File: src/rtl/program_loader.sv
// program_loader
// Streams a framed program image from a byte-wide host link into the CPU's
// instruction memory and holds the core disabled until the whole image has
// been written and its checksum verified.
//
// Frame: HEADER, LEN_HI, LEN_LO, LEN x {B0,B1,B2}, CHK
//   word = {B0[2:0], B1, B2}; CHK = XOR of all bytes between HEADER and CHK.
//
// Ports:
//   CLK, RST_N      clock, asynchronous active-low reset
//   CLR             synchronous abort / restart to IDLE
//   IN_VALID/DATA   host byte stream; IN_READY = loader accepts this cycle
//   WR_EN/ADDR/DATA instruction memory write port (one-cycle strobe)
//   CPU_EN          high only after a verified load
//   BUSY            frame in progress
//   DONE / ERR      load verified / frame rejected (levels)
module program_loader #(
  parameter int          WORD_SIZE = 19,
  parameter int          ADDR_W    = 12,
  parameter logic [7:0]  HEADER    = 8'hA5
) (
  input  logic                 CLK,
  input  logic                 RST_N,
  input  logic                 CLR,
  input  logic                 IN_VALID,
  input  logic [7:0]           IN_DATA,
  output logic                 IN_READY,
  output logic                 WR_EN,
  output logic [ADDR_W-1:0]    WR_ADDR,
  output logic [WORD_SIZE-1:0] WR_DATA,
  output logic                 CPU_EN,
  output logic                 BUSY,
  output logic                 DONE,
  output logic                 ERR
);

  localparam logic [3:0] S_IDLE   = 4'd0;
  localparam logic [3:0] S_LEN_HI = 4'd1;
  localparam logic [3:0] S_LEN_LO = 4'd2;
  localparam logic [3:0] S_W0     = 4'd3;
  localparam logic [3:0] S_W1     = 4'd4;
  localparam logic [3:0] S_W2     = 4'd5;
  localparam logic [3:0] S_CHK    = 4'd6;
  localparam logic [3:0] S_RUN    = 4'd7;
  localparam logic [3:0] S_ERROR  = 4'd8;

  logic [3:0]           state_q,    state_d;
  logic [ADDR_W-1:0]    addr_q,     addr_d;
  logic [11:0]          word_q,     word_d;
  logic [7:0]           acc_q,      acc_d;
  logic [3:0]           len_hi_q,   len_hi_d;
  logic [2:0]           b0_q,       b0_d;
  logic [7:0]           b1_q,       b1_d;
  logic                 in_ready_q, in_ready_d;
  logic                 wr_en_q,    wr_en_d;
  logic [ADDR_W-1:0]    wr_addr_q,  wr_addr_d;
  logic [WORD_SIZE-1:0] wr_data_q,  wr_data_d;
  logic                 cpu_en_q,   cpu_en_d;
  logic                 busy_q,     busy_d;
  logic                 done_q,     done_d;
  logic                 err_q,      err_d;

  logic accept;
  assign accept = IN_VALID && in_ready_q;

  always_comb begin
    state_d   = state_q;
    addr_d    = addr_q;
    word_d    = word_q;
    acc_d     = acc_q;
    len_hi_d  = len_hi_q;
    b0_d      = b0_q;
    b1_d      = b1_q;
    wr_en_d   = 1'b0;
    wr_addr_d = wr_addr_q;
    wr_data_d = wr_data_q;

    if (CLR) begin
      // Abort wins over a byte presented in the same cycle.
      state_d = S_IDLE;
      addr_d  = '0;
      word_d  = '0;
      acc_d   = '0;
    end else if (accept) begin
      case (state_q)
        S_IDLE: begin
          if (IN_DATA == HEADER) begin
            state_d = S_LEN_HI;
            acc_d   = '0;
            addr_d  = '0;
          end
        end
        S_LEN_HI: begin
          acc_d    = acc_q ^ IN_DATA;
          len_hi_d = IN_DATA[3:0];
          state_d  = (IN_DATA[7:4] != 4'd0) ? S_ERROR : S_LEN_LO;
        end
        S_LEN_LO: begin
          acc_d = acc_q ^ IN_DATA;
          if ({len_hi_q, IN_DATA} == 12'd0) begin
            state_d = S_CHK;
          end else begin
            word_d  = {len_hi_q, IN_DATA};
            state_d = S_W0;
          end
        end
        S_W0: begin
          // Upper B0 bits are not data but still feed the checksum.
          acc_d   = acc_q ^ IN_DATA;
          b0_d    = IN_DATA[2:0];
          state_d = S_W1;
        end
        S_W1: begin
          acc_d   = acc_q ^ IN_DATA;
          b1_d    = IN_DATA;
          state_d = S_W2;
        end
        S_W2: begin
          acc_d     = acc_q ^ IN_DATA;
          wr_en_d   = 1'b1;
          wr_addr_d = addr_q;
          wr_data_d = WORD_SIZE'({b0_q, b1_q, IN_DATA});
          addr_d    = addr_q + 1'b1;
          word_d    = word_q - 1'b1;
          state_d   = (word_q == 12'd1) ? S_CHK : S_W0;
        end
        S_CHK: begin
          state_d = (IN_DATA == acc_q) ? S_RUN : S_ERROR;
        end
        default: ;
      endcase
    end

    // Status outputs are registered copies of the next state so they line
    // up with the state register.
    in_ready_d = (state_d != S_RUN) && (state_d != S_ERROR);
    busy_d     = (state_d != S_IDLE) && (state_d != S_RUN) && (state_d != S_ERROR);
    done_d     = (state_d == S_RUN);
    cpu_en_d   = (state_d == S_RUN);
    err_d      = (state_d == S_ERROR);
  end

  always_ff @(posedge CLK or negedge RST_N) begin
    if (!RST_N) begin
      state_q    <= S_IDLE;
      addr_q     <= '0;
      word_q     <= '0;
      acc_q      <= '0;
      len_hi_q   <= '0;
      b0_q       <= '0;
      b1_q       <= '0;
      in_ready_q <= 1'b0;
      wr_en_q    <= 1'b0;
      wr_addr_q  <= '0;
      wr_data_q  <= '0;
      cpu_en_q   <= 1'b0;
      busy_q     <= 1'b0;
      done_q     <= 1'b0;
      err_q      <= 1'b0;
    end else begin
      state_q    <= state_d;
      addr_q     <= addr_d;
      word_q     <= word_d;
      acc_q      <= acc_d;
      len_hi_q   <= len_hi_d;
      b0_q       <= b0_d;
      b1_q       <= b1_d;
      in_ready_q <= in_ready_d;
      wr_en_q    <= wr_en_d;
      wr_addr_q  <= wr_addr_d;
      wr_data_q  <= wr_data_d;
      cpu_en_q   <= cpu_en_d;
      busy_q     <= busy_d;
      done_q     <= done_d;
      err_q      <= err_d;
    end
  end

  assign IN_READY = in_ready_q;
  assign WR_EN    = wr_en_q;
  assign WR_ADDR  = wr_addr_q;
  assign WR_DATA  = wr_data_q;
  assign CPU_EN   = cpu_en_q;
  assign BUSY     = busy_q;
  assign DONE     = done_q;
  assign ERR      = err_q;

endmodule

File: config.mk
export PLATFORM = sky130hd
export DESIGN_NAME = program_loader
export DESIGN_NICKNAME = d
export VERILOG_FILES = /design/src/rtl/program_loader.sv
export SDC_FILE = /design/constraint.sdc
export NUM_CORES = 1
export LEC_CHECK = 0
export ABC_CLOCK_PERIOD_IN_PS = 4400
export CAP_MARGIN = 20
export CELL_PAD_IN_SITES_DETAIL_PLACEMENT = 2
export CELL_PAD_IN_SITES_GLOBAL_PLACEMENT = 2
export CORE_UTILIZATION = 37
export DETAILED_ROUTE_END_ITERATION = 7
export HOLD_SLACK_MARGIN = 0.15
export PLACE_DENSITY = 0.91
export RECOVER_POWER = 50
export SETUP_SLACK_MARGIN = 0.1
export SLEW_MARGIN = 40
export SYNTH_ARGS = -nofsm -noshare
export SYNTH_HDL_FRONTEND = slang
export SYNTH_SLANG_ARGS = --single-unit
export TNS_END_PERCENT = 30
File: constraint.sdc
create_clock -name CLK -period 4.4 [get_ports CLK]
set_input_delay 0.44 -clock CLK [delete_from_list [all_inputs] [get_ports CLK]]
set_output_delay 0.44 -clock CLK [all_outputs]
set_load 0.005 [all_outputs]
Yosys cells after proc, flatten, opt, wreduce, memory -nomap -nowiden

Cells that the tools add are included.

Bits in registers: 87
Output and inout port bits: 37
Word-level logic and storage cells: 76
Input port bits: 12

Bitwise operators: 2
Muxes and demuxes: 23
Add/sub/neg operators: 2
Equality and inequality tests: 15
Reduce and logical (&&, ||, !) cells: 20

Operators with widths:

| cell                    | number |
|---|---|
| $mux W12                | 6 |
| $pmux W12 S2            | 2 |
| $pmux W4 S7             | 1 |
| $mux W8                 | 3 |
| $reduce_and A3 Y1       | 7 |
| $mux W4                 | 5 |
| $eq A4 B3 Y1 const B    | 4 |
| $pmux W8 S2             | 1 |
| $add A12 B1 Y12 const B | 1 |
| $eq A12 B1 Y1 const B   | 1 |
| $logic_not A12 Y1       | 1 |
| $sub A12 B1 Y12 const B | 1 |
| $reduce_bool A3 Y1      | 3 |
| $eq A4 B2 Y1 const B    | 2 |
| $eq A8 B8 Y1            | 1 |
| $eq A8 B8 Y1 const B    | 1 |
| $reduce_bool A4 Y1      | 2 |
| $xor A8 B8 Y8           | 1 |
| $mux W3                 | 2 |
| $ne A3 B3 Y1 const B    | 2 |
| $reduce_or A5 Y1        | 1 |
| $eq A4 B1 Y1 const B    | 1 |
| $eq A4 B4 Y1 const B    | 1 |
| $logic_and A1 B1 Y1     | 4 |
| other kinds (6)         | 8 |

Logic depth before layout (Yosys ltp)

Gate-level depths: netlist (run 1).

Depth in word-level cells: 8
Gate-level depth with buffers: 10
Gate-level depth less buffers: 9

Worst setup path after synthesis (run 1)

Ideal clock, no wire load.

Kind: input port to flip-flop
From: in IN_DATA[0]
To: reg busy_q, in the netlist BUSY
Path slack: 2.081 ns
Data required time: 4.269 ns
Stages on the path: 7
Arrival time: 2.188 ns
Buffers on the path: 1
Library setup time: 0.131 ns
Path through: clkbuf_1 -> xnor2_1 -> nand4_1 -> or4_1 -> a311o_1 -> nor4_2 -> nor2_1

Longest elaborated chain between the ends: 8
Elaborated cells on any way between the ends: 14
Classes of those cells: 4 x eq/ne; 6 x mux; 4 x reduce/logical

Ends and longest elaborated chain:

| element                                                   | RTL line | text |
|---|---|---|
| start, declared                                           | 26       | `input logic [7:0] IN_DATA,` |
| $eq A8 B8 Y1, or another cell as far along                | 128      | `state_d = (IN_DATA == acc_q) ? S_RUN : S_ERROR;` |
| $mux W4, or another cell as far along                     | 128      |  |
| $pmux W4 S7 (*)                                           | 85       | `case (state_q)` |
| $mux W4 (*)                                               | 84       | `end else if (accept) begin` |
| $mux W4 (*)                                               | 78       | `if (CLR) begin` |
| $ne A4 B3 Y1 / $reduce_bool A4 Y1 (equally long branches) | 137      | `busy_d = (state_d != S_IDLE) && (state_d != S_RUN) && (state_d != S_ERROR);` |
| $logic_and A1 B1 Y1                                       | 137      |  |
| $logic_and A1 B1 Y1 (*)                                   | 137      |  |
| via busy_d                                                | 59       | `logic busy_q, busy_d;` |
| end signal, assigned                                      | 173      | `busy_q <= busy_d;` |
| end, declared                                             | 59       |  |

The timed path passes the listed nets; every way through them passes the cells marked *.
A chain may end at the register's enable or synchronous reset.

Final worst setup path (run 1)

From: in CLR
To: reg word_q[5]

Longest elaborated chain between the ends: 2
Elaborated cells on any way between the ends: 5
Classes of those cells: 1 x eq/ne; 1 x mux; 3 x reduce/logical

Ends and longest elaborated chain:

| element                                              | RTL line | text |
|---|---|---|
| start, declared                                      | 24       | `input logic CLR,` |
| $ne A3 B3 Y1 (no line), or another cell as far along | -        |  |
| $reduce_and A3 Y1 (no line)                          | -        |  |
| end signal, assigned                                 | 163      | `word_q <= word_d;` |
| end, declared                                        | 49       | `logic [11:0] word_q, word_d;` |

Several ways; a longest one is shown, not always the timed one.

==> impl_summary.log, run 1 <==
INFO  metric coreArea = 11000 µm²
INFO  metric p_per_area = 435 nW/µm²
INFO  metric grt_util_all_layers = 27.6%
INFO  metric postSynth.asyncResetShare = 100%
INFO  metric htree_num_levels = 3
INFO  metric max_cap_viol_count = 1
INFO  metric mostFrequentLayoutCells = 111 x sky130_fd_sc_hd__nand2_1, 87 x sky130_fd_sc_hd__dfrtp_1, 46 x sky130_fd_sc_hd__o21ai_0
INFO  metric grt.overflow.total = 0
INFO  metric number_of_buffers_added_for_setup_after_cts = 0
INFO  metric io_buffer_count = 48
INFO  metric syn_area_per_cell = around 9.2 µm²
INFO  metric cts_root_buf = sky130_fd_sc_hd__clkbuf_16
INFO  metric clk_transition_reported_paths = 0.07 ns
INFO  metric dpl.hpwl = 10.1 mm
INFO  metric finalCoreUtilization = 46.4%
INFO  metric cts_bufs_inserted = 9
INFO  metric std_cell_rows = 38
INFO  metric period_minus_slack = 3.27 ns
INFO  metric gp_routability_congestion = 0.840
INFO  metric postSynth.topFlopCell = sky130_fd_sc_hd__dfrtp_1
INFO  metric vdd_ir_drop_max = 0.266 mV
INFO  metric floorplan.die.height = 109 µm
INFO  metric grt_pass1_wl = between 20 and 25 mm
INFO  metric synth_nets = 476
INFO  metric final_antenna_net_count = 0
INFO  metric grt_pass1_vias = approximately 4300
INFO  metric detailedRoute.firstPassIterationCount = 4
INFO  metric rsz0062_at_grt = no
INFO  metric die_w = 109 µm
INFO  metric layout_commonest_cell = sky130_fd_sc_hd__nand2_1
INFO  metric timing.hold.ws = ~0.48 ns
INFO  metric timing.critical_path.required = 4.66 ns
INFO  metric yosys_register_bits = 87
INFO  metric fmaxAchievable = 306 MHz
INFO  metric status = finished with violations
INFO  metric viasPerCell = slightly below 6
INFO  metric yosysWarnings = 0
INFO  metric area_growth_syn_to_layout = 20.5%
INFO  metric power.total = 2.22 mW
INFO  metric hold_class = reg2reg
INFO  metric routed_wl = 14.8 mm
INFO  metric io_pins = 49
INFO  metric clock_tree_from_tritoncts = built
INFO  metric total_number_of_vias = around 3700
INFO  metric cellLeakagePower = ~2.4 nW
INFO  metric slew_viol_final = 41
INFO  metric fin_nets = a little over 500
INFO  metric drcViolationCount = 0
INFO  metric violations_in_the_final_reports = max-capacitance violations, max-slew violations
INFO  metric slew_headroom = -53.3%
INFO  metric clock_tree_sinks = 87
INFO  metric highest_net_fanout_along_the_worst_path = 31
INFO  metric critPathKind = in2reg
INFO  metric synthDistinctLibCells = 47
INFO  metric syn_area = 4230 µm²
INFO  metric final_layout_size_suffix_gt1_share = roughly a tenth
INFO  metric crit_arrival = ~3.5 ns
INFO  metric cp_endpoint_kind = flop
INFO  metric finalClockSkew = approximately 0.0083 ns
INFO  metric synth-edff-count = 0
INFO  metric initial_antenna_violation_count = 0
INFO  metric route.detailed.wl_per_inst = 23.1 µm
INFO  metric cts_buffer_depth = 2
INFO  metric start_kind = primary input
INFO  metric final_setup_violating_endpoints = 0
INFO  metric worst-slew-pin-transition = 2.30 ns
INFO  metric start_util = 38.5%
INFO  metric drtIter0Drc = 143
INFO  metric num_antenna_cells = 0
INFO  metric synthesis.instances = around 460
INFO  metric dieArea = around 12000 µm²
INFO  metric clock_latency = 0.34 ns
INFO  metric finalSetupTns = 0 ns
INFO  metric grt_max_degree = 49
INFO  metric synth_sequential_area_ratio = 51.4%
INFO  metric period_share = 74.3%
INFO  metric final_hold_viol_count = 0
registers in the layout, indices dropped and copies added, names as in the netlist, 3 cells and up:
name,flops
WR_DATA,19
b0_q,3
state_q,4
acc_q,8
word_q,12
len_hi_q,4
addr_q,12
WR_ADDR,12
b1_q,8
layer usage:
| metal | vias up | GRT usage, % | routed length [µm] |
|---|---|---|---|
| met2 | 95 | 50.0 | 7940 |
| li1 | 1650 | - | - |
| met5 | - | 0 | 0 |
| met1 | 1926 | 31.3 | 5890 |
| met3 | 42 | 4.54 | 413 |
| met4 | 0 | 13.6 | 550 |
logic make-up after synthesis:
group / share of synthesized area, %
AOI/OAI and AO/OA: 15.0
xor gates and xnor gates: 1.86
adders and majority gates: 0.887
buffers and inverters: 4.32
DFF: 51.4
muxes: 4.23
and+or+nand+nor: 22.3
critical path, cell delays in order:
cell	delay, ns
sky130_fd_sc_hd__clkdlybuf4s50_1	0.69
sky130_fd_sc_hd__inv_1	0.32
sky130_fd_sc_hd__nand3_1	0.52
sky130_fd_sc_hd__or2_2	0.51
sky130_fd_sc_hd__inv_1	0.26
sky130_fd_sc_hd__buf_4	0.40
sky130_fd_sc_hd__o21ai_0	0.17
sky130_fd_sc_hd__nand2_1	0.10
sky130_fd_sc_hd__o2bb2ai_1	0.11
cell usage after synthesis, drive strengths merged (4+ instances only):
| cell | number | area [µm²] |
|---|---|---|
| nor3 | 9 | 50.1 |
| nand2 | 111 | 417 |
| nor2 | 34 | 128 |
| mux2 | 15 | 169 |
| o2bb2ai | 8 | 70.1 |
| dfrtp | 87 | 2180 |
| or4 | 4 | 33.8 |
| and3 | 7 | 43.8 |
| o21ai | 53 | 288 |
| xnor2 | 9 | 78.8 |
| nand2b | 11 | 68.8 |
| nand3 | 8 | 40.0 |
| nor4 | 7 | 50.1 |
| buf | 13 | 77.6 |
| inv | 10 | 37.5 |
| clkbuf | 18 | 67.6 |
| nand4 | 5 | 31.3 |
| a21oi | 10 | 50.1 |
repair_timing:
item / 4_1_cts / 5_1_grt
gates resized for setup: 0 / 0
hold buffers: 1 / 0
endpoints found under the hold margin: 39 / 0
power by group:
part | switching, mW | total [mW] | leakage (nW) | internal (mW)
Clock | 0.333 | 0.789 | 0.146 | 0.456
Sequential | 0.0989 | 1.01 | 1.18 | 0.914
Combinational | 0.230 | 0.414 | 1.09 | 0.185
Total | 0.661 | 2.22 | 2.41 | 1.56
per-stage QoR:
stage / std cells / setup slack [ns] / instance area (µm²)
after floorplan: 461 / 2.08 / 4230
after global placement: 623 / 0.984 / 4780
after detailed placement: 623 / 0.808 / 4790
after CTS: 640 / 1.10 / 5100
after global routing: 640 / 0.863 / 5100
final: 640 / 1.13 / 5100
cell type report:
class,count,area [µm²]
multi-input combinational,333,1890
clock buffer,11,243
clock inverter,5,56.3
tap,140,175
timing repair buffer,54,522
fill,1168,5880
inverter,10,37.5
sequential,87,2180
worst paths after layout:
check                                                to                    start  slack, ns  cells past startpoint
worst max-delay path              word_q[5]$_DFFE_PN0P_                      CLR       1.13                      9
worst min-delay path            WR_ADDR[10]$_DFFE_PN0P_  WR_ADDR[10]$_DFFE_PN0P_       0.48                      2
worst max register to register    word_q[5]$_DFFE_PN0P_     state_q[2]$_DFF_PN0_       1.30                      8
worst min register to register  WR_ADDR[10]$_DFFE_PN0P_  WR_ADDR[10]$_DFFE_PN0P_       0.48                      2
max in group asynchronous          state_q[3]$_DFF_PN0_                    RST_N       1.43                      3
min in group asynchronous       WR_DATA[18]$_DFFE_PN0P_                    RST_N       1.33                      2
Note: power is estimated with default switching activity, not from simulation.
==> run 2: changes to the inputs <==
Settings changed: ABC_CLOCK_PERIOD_IN_PS 4400 to 3200, CORE_UTILIZATION 37 to 35, PLACE_DENSITY 0.91 to 0.87.
Clock period 4.4 ns to 3.2 ns, I/O delays scaled along.
==> impl_summary.log, run 2 (synthesis gave the netlist of run 1 again) <==
INFO  metric worst-slew-pin-transition = 1.55 ns (was 2.30 ns)
INFO  metric std_cell_rows = 39 (was 38)
INFO  metric cellLeakagePower = 2.42 nW (was 2.41 nW)
INFO  metric floorplan.die.height = 112 µm (was 109 µm)
INFO  metric grt_pass1_wl = 24.2 mm (about the same)
INFO  metric period_minus_slack = roughly 2.7 ns
INFO  metric fin_nets = 525 (was 510)
INFO  metric cts_bufs_inserted = 9 (unchanged)
INFO  metric p_per_area = 585 nW/µm² (was 435 nW/µm²)
INFO  metric filler_cell_count = 1265 (was 1168)
INFO  metric reg2reg_from = state_q[2]$_DFF_PN0_ (unchanged)
INFO  metric worst_hold_path.num_cells = 2 (unchanged)
INFO  metric finalClockSkew = 0.00746 ns (was 0.00825 ns)
INFO  metric num_antenna_cells = 0 (unchanged)
INFO  metric clock_tree_from_tritoncts = built (unchanged)
INFO  metric route.detailed.wl_per_inst = 22.8 µm (was 23.1 µm)
INFO  metric cp_endpoint_kind = flop (unchanged)
INFO  metric grt_pass1_vias = 4237 (was 4344)
INFO  metric combined_area_of_the_multi_input_logic_cells = 1870 µm² (was 1890 µm²)
INFO  metric combinationalPowerShare = 19.7% (was 18.7%)
INFO  metric finalCoreUtilization = 44.6% (was 46.4%)
INFO  metric io_pins = 49 (unchanged)
INFO  metric layout_commonest_cell = sky130_fd_sc_hd__nand2_1 (unchanged)
INFO  metric grt_util_all_layers = 25.7% (was 27.6%)
INFO  metric mostFrequentLayoutCells = 111 x sky130_fd_sc_hd__nand2_1, 87 x sky130_fd_sc_hd__dfrtp_1, 46 x sky130_fd_sc_hd__o21ai_0 (unchanged)
INFO  metric fmaxAchievable = 365 MHz
INFO  metric final_hold_viol_count = 0 (unchanged)
INFO  metric seq_power_share = 46.1% (was 45.7%)
INFO  metric rsz0062_at_grt = no (unchanged)
INFO  metric slew_headroom = -3.62% (was -53.3%)
INFO  metric start_kind = primary input (unchanged)
INFO  metric register_area = 2180 µm² (unchanged)
INFO  metric drtIter0Drc = 126 (was 143)
INFO  metric slew_viol_final = 60 (was 41)
INFO  metric cellInternalPower = 2.10 mW (was 1.56 mW)
INFO  metric timing.hold.ws = 0.476 ns (about the same)
INFO  metric dpl.hpwl = 9.84 mm (was 10.1 mm)
INFO  metric gp_routability_congestion = 0.827 (was 0.840)
INFO  metric grt_max_degree = 60 (was 49)
INFO  metric p_switching = 924 µW (was 661 µW)
INFO  metric final_setup_violating_endpoints = 0 (unchanged)
INFO  metric viasPerCell = 5.72 (was 5.80)
INFO  metric swShare = 30.5% (was 29.8%)
INFO  metric cts.repair.resized = 0 (unchanged)
INFO  metric clock_power_share = 34.2% (was 35.6%)
INFO  metric max_cap_viol_count = 1 (unchanged)
INFO  metric layoutNonFillerInstCount = 658 (was 640)
INFO  metric dpl.cell_count = 641 (was 623)
INFO  metric crit_path_start = IN_DATA[4] (was CLR)
INFO  metric crit_arrival = 2.94 ns (was 3.53 ns)
INFO  metric timing.reg2reg.setup_slack = 0.69 ns (was 1.30 ns)
INFO  metric grt.overflow.total = 0 (unchanged)
INFO  metric hold_class = reg2reg (unchanged)
INFO  metric clock_tree_sinks = 87 (unchanged)
INFO  metric power.total = 3.03 mW (was 2.22 mW)
INFO  metric start_util = 36.4% (was 38.5%)
INFO  metric final_antenna_net_count = 0 (unchanged)
INFO  metric clock_latency = 0.35 ns (was 0.34 ns)
INFO  metric coreArea = 11600 µm² (was 11000 µm²)
INFO  metric total_number_of_vias = 3766 (was 3713)
INFO  metric die_w = 112 µm (was 109 µm)
INFO  metric finalSetupTns = 0 ns (unchanged)
INFO  metric status = finished with violations (unchanged)
INFO  metric cts_buffer_depth = 2 (unchanged)
INFO  metric critPathKind = in2reg (unchanged)
INFO  metric period_share = between 80% and 90%
INFO  metric max_reg_flops = 19 (unchanged)
INFO  metric initial_antenna_violation_count = 0 (unchanged)
INFO  metric highest_net_fanout_along_the_worst_path = 6 (was 31)
INFO  metric cts_root_buf = sky130_fd_sc_hd__clkbuf_16 (unchanged)
INFO  metric final_layout_size_suffix_gt1_share = 12.2% (was 10.6%)
INFO  metric worstHoldStart = WR_DATA[14]$_DFFE_PN0P_ (was WR_ADDR[10]$_DFFE_PN0P_)
INFO  metric vdd_ir_drop_max = 0.309 mV (was 0.266 mV)
INFO  metric area_growth_syn_to_layout = 22.3% (was 20.5%)
INFO  metric worstRegToRegCells = 8 (unchanged)
INFO  metric violations_in_the_final_reports = design-rule violations, max-capacitance violations, max-slew violations (was max-capacitance violations, max-slew violations)
INFO  metric htree_num_levels = 3 (unchanged)
INFO  metric drcViolationCount = 3 (was 0)
INFO  metric dieArea = 12500 µm² (was 11900 µm²)
INFO  metric io_buffer_count = 48 (unchanged)
INFO  metric timing.critical_path.required = 3.40 ns (was 4.66 ns)
INFO  metric detailedRoute.firstPassIterationCount = 7 (was 4)
INFO  metric clk_transition_reported_paths = 0.07 ns (about the same)
INFO  metric routed_wl = 15.0 mm (was 14.8 mm)
[run 2: changes by cell type in the layout (fill, tap and decap cells not counted), moves of 2 or more]
cell and change:
sky130_fd_sc_hd__clkdlybuf4s50_1 +19, sky130_fd_sc_hd__dlygate4sd3_1 -19, sky130_fd_sc_hd__buf_4 +13, sky130_fd_sc_hd__nor2_1 +2, sky130_fd_sc_hd__nor2_2 -2
[run 2: per-layer routing]
layer / track usage, % / vias up / part of all wire, %
met1: 28.9 / 1939 / 40
met5: 0 / - / 0
li1: - / 1678 / -
met4: 15.1 / 0 / 4.2
met2: 45.6 / 105 / 52
met3: 4.74 / 44 / 3.9
[run 2: final timing paths]
check	to
setup / recovery	IN_READY$_DFF_PN0_
hold / removal	WR_DATA[14]$_DFFE_PN0P_
setup reg to reg	addr_q[3]$_DFFE_PN0P_
hold reg to reg	WR_DATA[14]$_DFFE_PN0P_
max in group asynchronous	state_q[0]$_DFF_PN0_
min in group asynchronous	WR_DATA[18]$_DFFE_PN0P_
[run 2: area by class of cell]
class                      count  share of cell area [%]
tap                          143                    3.45
inverter                      10                   0.725
clock inverter                 4                   0.532
clock buffer                  12                    4.95
multi-input combinational    333                    36.2
sequential                    87                    42.0
timing repair buffer          69                    12.1
[run 2: critical path: stages]
cell	delay, ns
sky130_fd_sc_hd__clkdlybuf4s50_1	0.56
sky130_fd_sc_hd__buf_4	0.24
sky130_fd_sc_hd__xnor2_1	0.25
sky130_fd_sc_hd__nand4_1	0.18
sky130_fd_sc_hd__or4_1	0.51
sky130_fd_sc_hd__a311o_1	0.39
sky130_fd_sc_hd__nor4_2	0.40
sky130_fd_sc_hd__a21oi_1	0.08
[run 2: repair_timing]
action,CTS,global route
setup buffers,0,0
endpoints found under the hold margin,57,0
hold buffers,1,0
[run 2: power groups by stage]
stage / logic (mW) / registers, mW / clock network, mW
4_1_cts: 0.608 / 1.40 / 1.06
2_1_floorplan: 0.333 / 1.35 / 0
6_report: 0.595 / 1.40 / 1.04
3_5_place_dp: 0.583 / 1.41 / 0
3_3_place_gp: 0.546 / 1.39 / 0
5_1_grt: 0.643 / 1.41 / 1.08
[run 2: through the flow]
step                      setup slack [ns]  cell area, µm²
after global placement               0.330            4890
final                                0.461            5180
after detailed placement             0.238            4890
after global routing                 0.401            5180
after floorplan                       1.00            4230
after CTS                            0.525            5190
==> run 3: changes to the inputs <==
Settings changed: ABC_CLOCK_PERIOD_IN_PS 3200 to 2220, CORE_UTILIZATION 35 to 31, PLACE_DENSITY 0.87 to 0.82.
Clock period 3.2 ns to 2.22 ns, I/O delays scaled along.
==> impl_summary.log, run 3 (synthesis gave the netlist of run 1 again) <==
INFO  metric status = complete, no violations (was finished with violations)
INFO  metric clock_latency = 0.36 ns (was 0.35 ns)
INFO  metric grt_pass1_wl = 25.2 mm (was 24.2 mm)
INFO  metric route.detailed.wl_per_inst = 21.3 µm (was 22.8 µm)
INFO  metric io_buffer_count = 48 (unchanged)
INFO  metric layout_commonest_cell = sky130_fd_sc_hd__nand2_1 (unchanged)
INFO  metric grt_max_degree = 36 (was 60)
INFO  metric timing.reg2reg.setup_slack = 0.02 ns (was 0.69 ns)
INFO  metric grt_util_all_layers = 23.4% (was 25.7%)
INFO  metric floorplan.die.height = 119 µm (was 112 µm)
INFO  metric slowest_delay = 0.56 ns (about the same)
INFO  metric finalClockSkew = 0.0115 ns (was 0.00746 ns)
INFO  metric period_minus_slack = about 2.2 ns
INFO  metric fin_nets = 565 (was 525)
INFO  metric rsz0062_at_grt = yes (was no)
INFO  metric placed_area = 5210 µm² (was 4890 µm²)
INFO  metric start_util = 31.8% (was 36.4%)
INFO  metric p_per_area = 810 nW/µm² (was 585 nW/µm²)
INFO  metric critical_path.slowest_cell = sky130_fd_sc_hd__or4_4 (was sky130_fd_sc_hd__clkdlybuf4s50_1)
INFO  metric power.total = 4.63 mW (was 3.03 mW)
INFO  metric worst-slew-pin-transition = 0.966 ns (was 1.55 ns)
INFO  metric gp_routability_congestion = 0.832 (was 0.827)
INFO  metric slew_headroom = 35.0% (was -3.62%)
INFO  metric drtIter0Drc = 144 (was 126)
INFO  metric viasPerCell = 5.34 (was 5.72)
INFO  metric mostFrequentLayoutCells = 109 x sky130_fd_sc_hd__nand2_1, 86 x sky130_fd_sc_hd__dfrtp_1, 54 x sky130_fd_sc_hd__buf_4 (was 111 x sky130_fd_sc_hd__nand2_1, 87 x sky130_fd_sc_hd__dfrtp_1, 46 x sky130_fd_sc_hd__o21ai_0)
INFO  metric timing.critical_path.cells = or4_4 -> o311a_4 -> o21ba_4 -> or2_4 -> o21ai_2 -> o2bb2ai_2 (was clkdlybuf4s50_1 -> buf_4 -> xnor2_1 -> nand4_1 -> or4_1 -> a311o_1 -> nor4_2 -> a21oi_1)
INFO  metric route.top_layer_used = met4 (unchanged)
INFO  metric clk_transition_reported_paths = 0.07 ns (about the same)
INFO  metric final_layout_size_suffix_gt1_share = 23.2% (was 12.2%)
INFO  metric max_reg_flops = 19 (unchanged)
INFO  metric vdd_ir_drop_max = 0.727 mV (was 0.309 mV)
INFO  metric wl_met3 = 401 µm (was 580 µm)
INFO  metric timing.critical_path.required = 2.49 ns (was 3.40 ns)
INFO  metric drcViolationCount = 0 (was 3)
INFO  metric clock_tree_from_tritoncts = built (unchanged)
INFO  metric highest_net_fanout_along_the_worst_path = 8 (was 6)
INFO  metric area_growth_syn_to_layout = 34.9% (was 22.3%)
INFO  metric cts_root_buf = sky130_fd_sc_hd__clkbuf_16 (unchanged)
INFO  metric critPathKind = reg2reg (was in2reg)
INFO  metric dpl.cell_count = 707 (was 641)
INFO  metric max_cap_viol_count = 0 (was 1)
INFO  metric met1_length = 6.56 mm (was 6.01 mm)
INFO  metric finalWorstSetupSlack = 0.0177 ns (was 0.461 ns)
INFO  metric timing.hold.ws = 0.469 ns (was 0.476 ns)
INFO  metric final_area = 5710 µm² (was 5180 µm²)
INFO  metric initial_antenna_violation_count = 0 (unchanged)
INFO  metric filler_cell_count = 1422 (was 1265)
INFO  metric pre_cts_ws = -0.458 ns (was 0.238 ns)
INFO  metric die_w = 119 µm (was 112 µm)
INFO  metric layoutNonFillerInstCount = 731 (was 658)
INFO  metric final_setup_violating_endpoints = 0 (unchanged)
INFO  metric grt_pass1_vias = 4429 (was 4237)
INFO  metric register_area = 2180 µm² (about the same)
INFO  metric dpl.hpwl = 10.6 mm (was 9.84 mm)
INFO  metric critPathBufInv = 0 (was 2)
INFO  metric fmaxAchievable = 454 MHz
INFO  metric cp_top_family = simple AND/OR/NAND/NOR gates (unchanged)
INFO  metric cts_bufs_inserted = 9 (unchanged)
INFO  metric start_kind = flop (was primary input)
INFO  metric grt.overflow.total = 0 (unchanged)
INFO  metric htree_num_levels = 3 (unchanged)
INFO  metric routed_wl = 15.6 mm (was 15.0 mm)
INFO  metric num_antenna_cells = 0 (unchanged)
INFO  metric coreArea = 13300 µm² (was 11600 µm²)
INFO  metric met2RoutedLength = 8.28 mm (was 7.77 mm)
INFO  metric cp_endpoint_kind = flop (unchanged)
INFO  metric cts_buffer_depth = 2 (unchanged)
INFO  metric slew_viol_final = 0 (was 60)
INFO  metric io_pins = 49 (unchanged)
INFO  metric critical_path_depth = 6 (was 8)
INFO  metric std_cell_rows = 42 (was 39)
INFO  metric clock_tree_sinks = 87 (unchanged)
INFO  metric period_share = 99.2%
INFO  metric final_hold_viol_count = 0 (unchanged)
INFO  metric cellLeakagePower = 2.68 nW (was 2.42 nW)
INFO  metric worst_hold_path.num_cells = 2 (unchanged)
INFO  metric detailedRoute.firstPassIterationCount = 4 (was 7)
INFO  metric combined_area_of_the_multi_input_logic_cells = 2010 µm² (was 1870 µm²)
INFO  metric total_number_of_vias = 3900 (was 3766)
INFO  metric crit_arrival = 2.47 ns (was 2.94 ns)
INFO  metric hold_class = reg2reg (unchanged)
INFO  metric worstRegToRegCells = 6 (was 8)
INFO  metric final_antenna_net_count = 0 (unchanged)
INFO  metric dieArea = 14100 µm² (was 12500 µm²)
## run 3: cell types whose count changed in the layout (fill, tap and decap cells not counted), sizes merged
cell	change
inv	+1
clkdlybuf4s50	-4
buf	+41
dlygate4sd3	-4
bufinv	+1
dlygate4sd2	+8
clkbuf	-4
clkinvlp	+1
## run 3: what timing repair did
action                                  4_1_cts  5_1_grt
setup buffers                                 6        1
endpoints found under the hold margin        32        0
pin swaps                                    14       15
hold buffers                                  1        0
endpoints found under the setup margin       20       29
gates resized for setup                      17       22
## run 3: through the flow
step           setup TNS (ns)  utilization, %
2_1_floorplan               0               -
3_3_place_gp            -6.32            39.2
3_5_place_dp            -9.31            39.2
4_1_cts                     0            42.2
5_1_grt                -0.141            43.0
6_report                    0            43.0
## run 3: worst register-to-register path: stages, from the launching register on
cell,delay (ns)
sky130_fd_sc_hd__dfrtp_1,0.42
sky130_fd_sc_hd__or4_4,0.56
sky130_fd_sc_hd__o311a_4,0.35
sky130_fd_sc_hd__o21ba_4,0.23
sky130_fd_sc_hd__or2_4,0.33
sky130_fd_sc_hd__o21ai_2,0.10
sky130_fd_sc_hd__o2bb2ai_2,0.12
## run 3: worst paths after layout
check                                         from                       to
max                        len_hi_q[0]$_DFFE_PN0P_   word_q[11]$_DFFE_PN0P_
min reg2reg                    b1_q[3]$_DFFE_PN0P_  WR_DATA[11]$_DFFE_PN0P_
max reg2reg                len_hi_q[0]$_DFFE_PN0P_   word_q[11]$_DFFE_PN0P_
min in group asynchronous                    RST_N  len_hi_q[0]$_DFFE_PN0P_
max in group asynchronous                    RST_N    word_q[1]$_DFFE_PN0P_
min                            b1_q[3]$_DFFE_PN0P_  WR_DATA[11]$_DFFE_PN0P_
## run 3: layout make-up
cell class | count | share of cell area [%]
clock buffers | 9 | 3.94
clock inverters | 7 | 1.42
inverters | 10 | 0.657
multi-input cells | 333 | 35.2
flip-flops and latches | 87 | 38.1
well taps | 176 | 3.86
repair buffers | 109 | 16.8
## run 3: report_power, final
group	switching [mW]	internal, mW
clock	0.686	0.885
sequential	0.163	1.81
combinational	0.546	0.533
total	1.40	3.23
## run 3: layer usage
layer / vias to the layer above / global-route usage (%)
li1: 1767 / -
met5: - / 0
met2: 65 / 42.0
met3: 24 / 5.27
met4: 0 / 6.49
met1: 2044 / 27.8
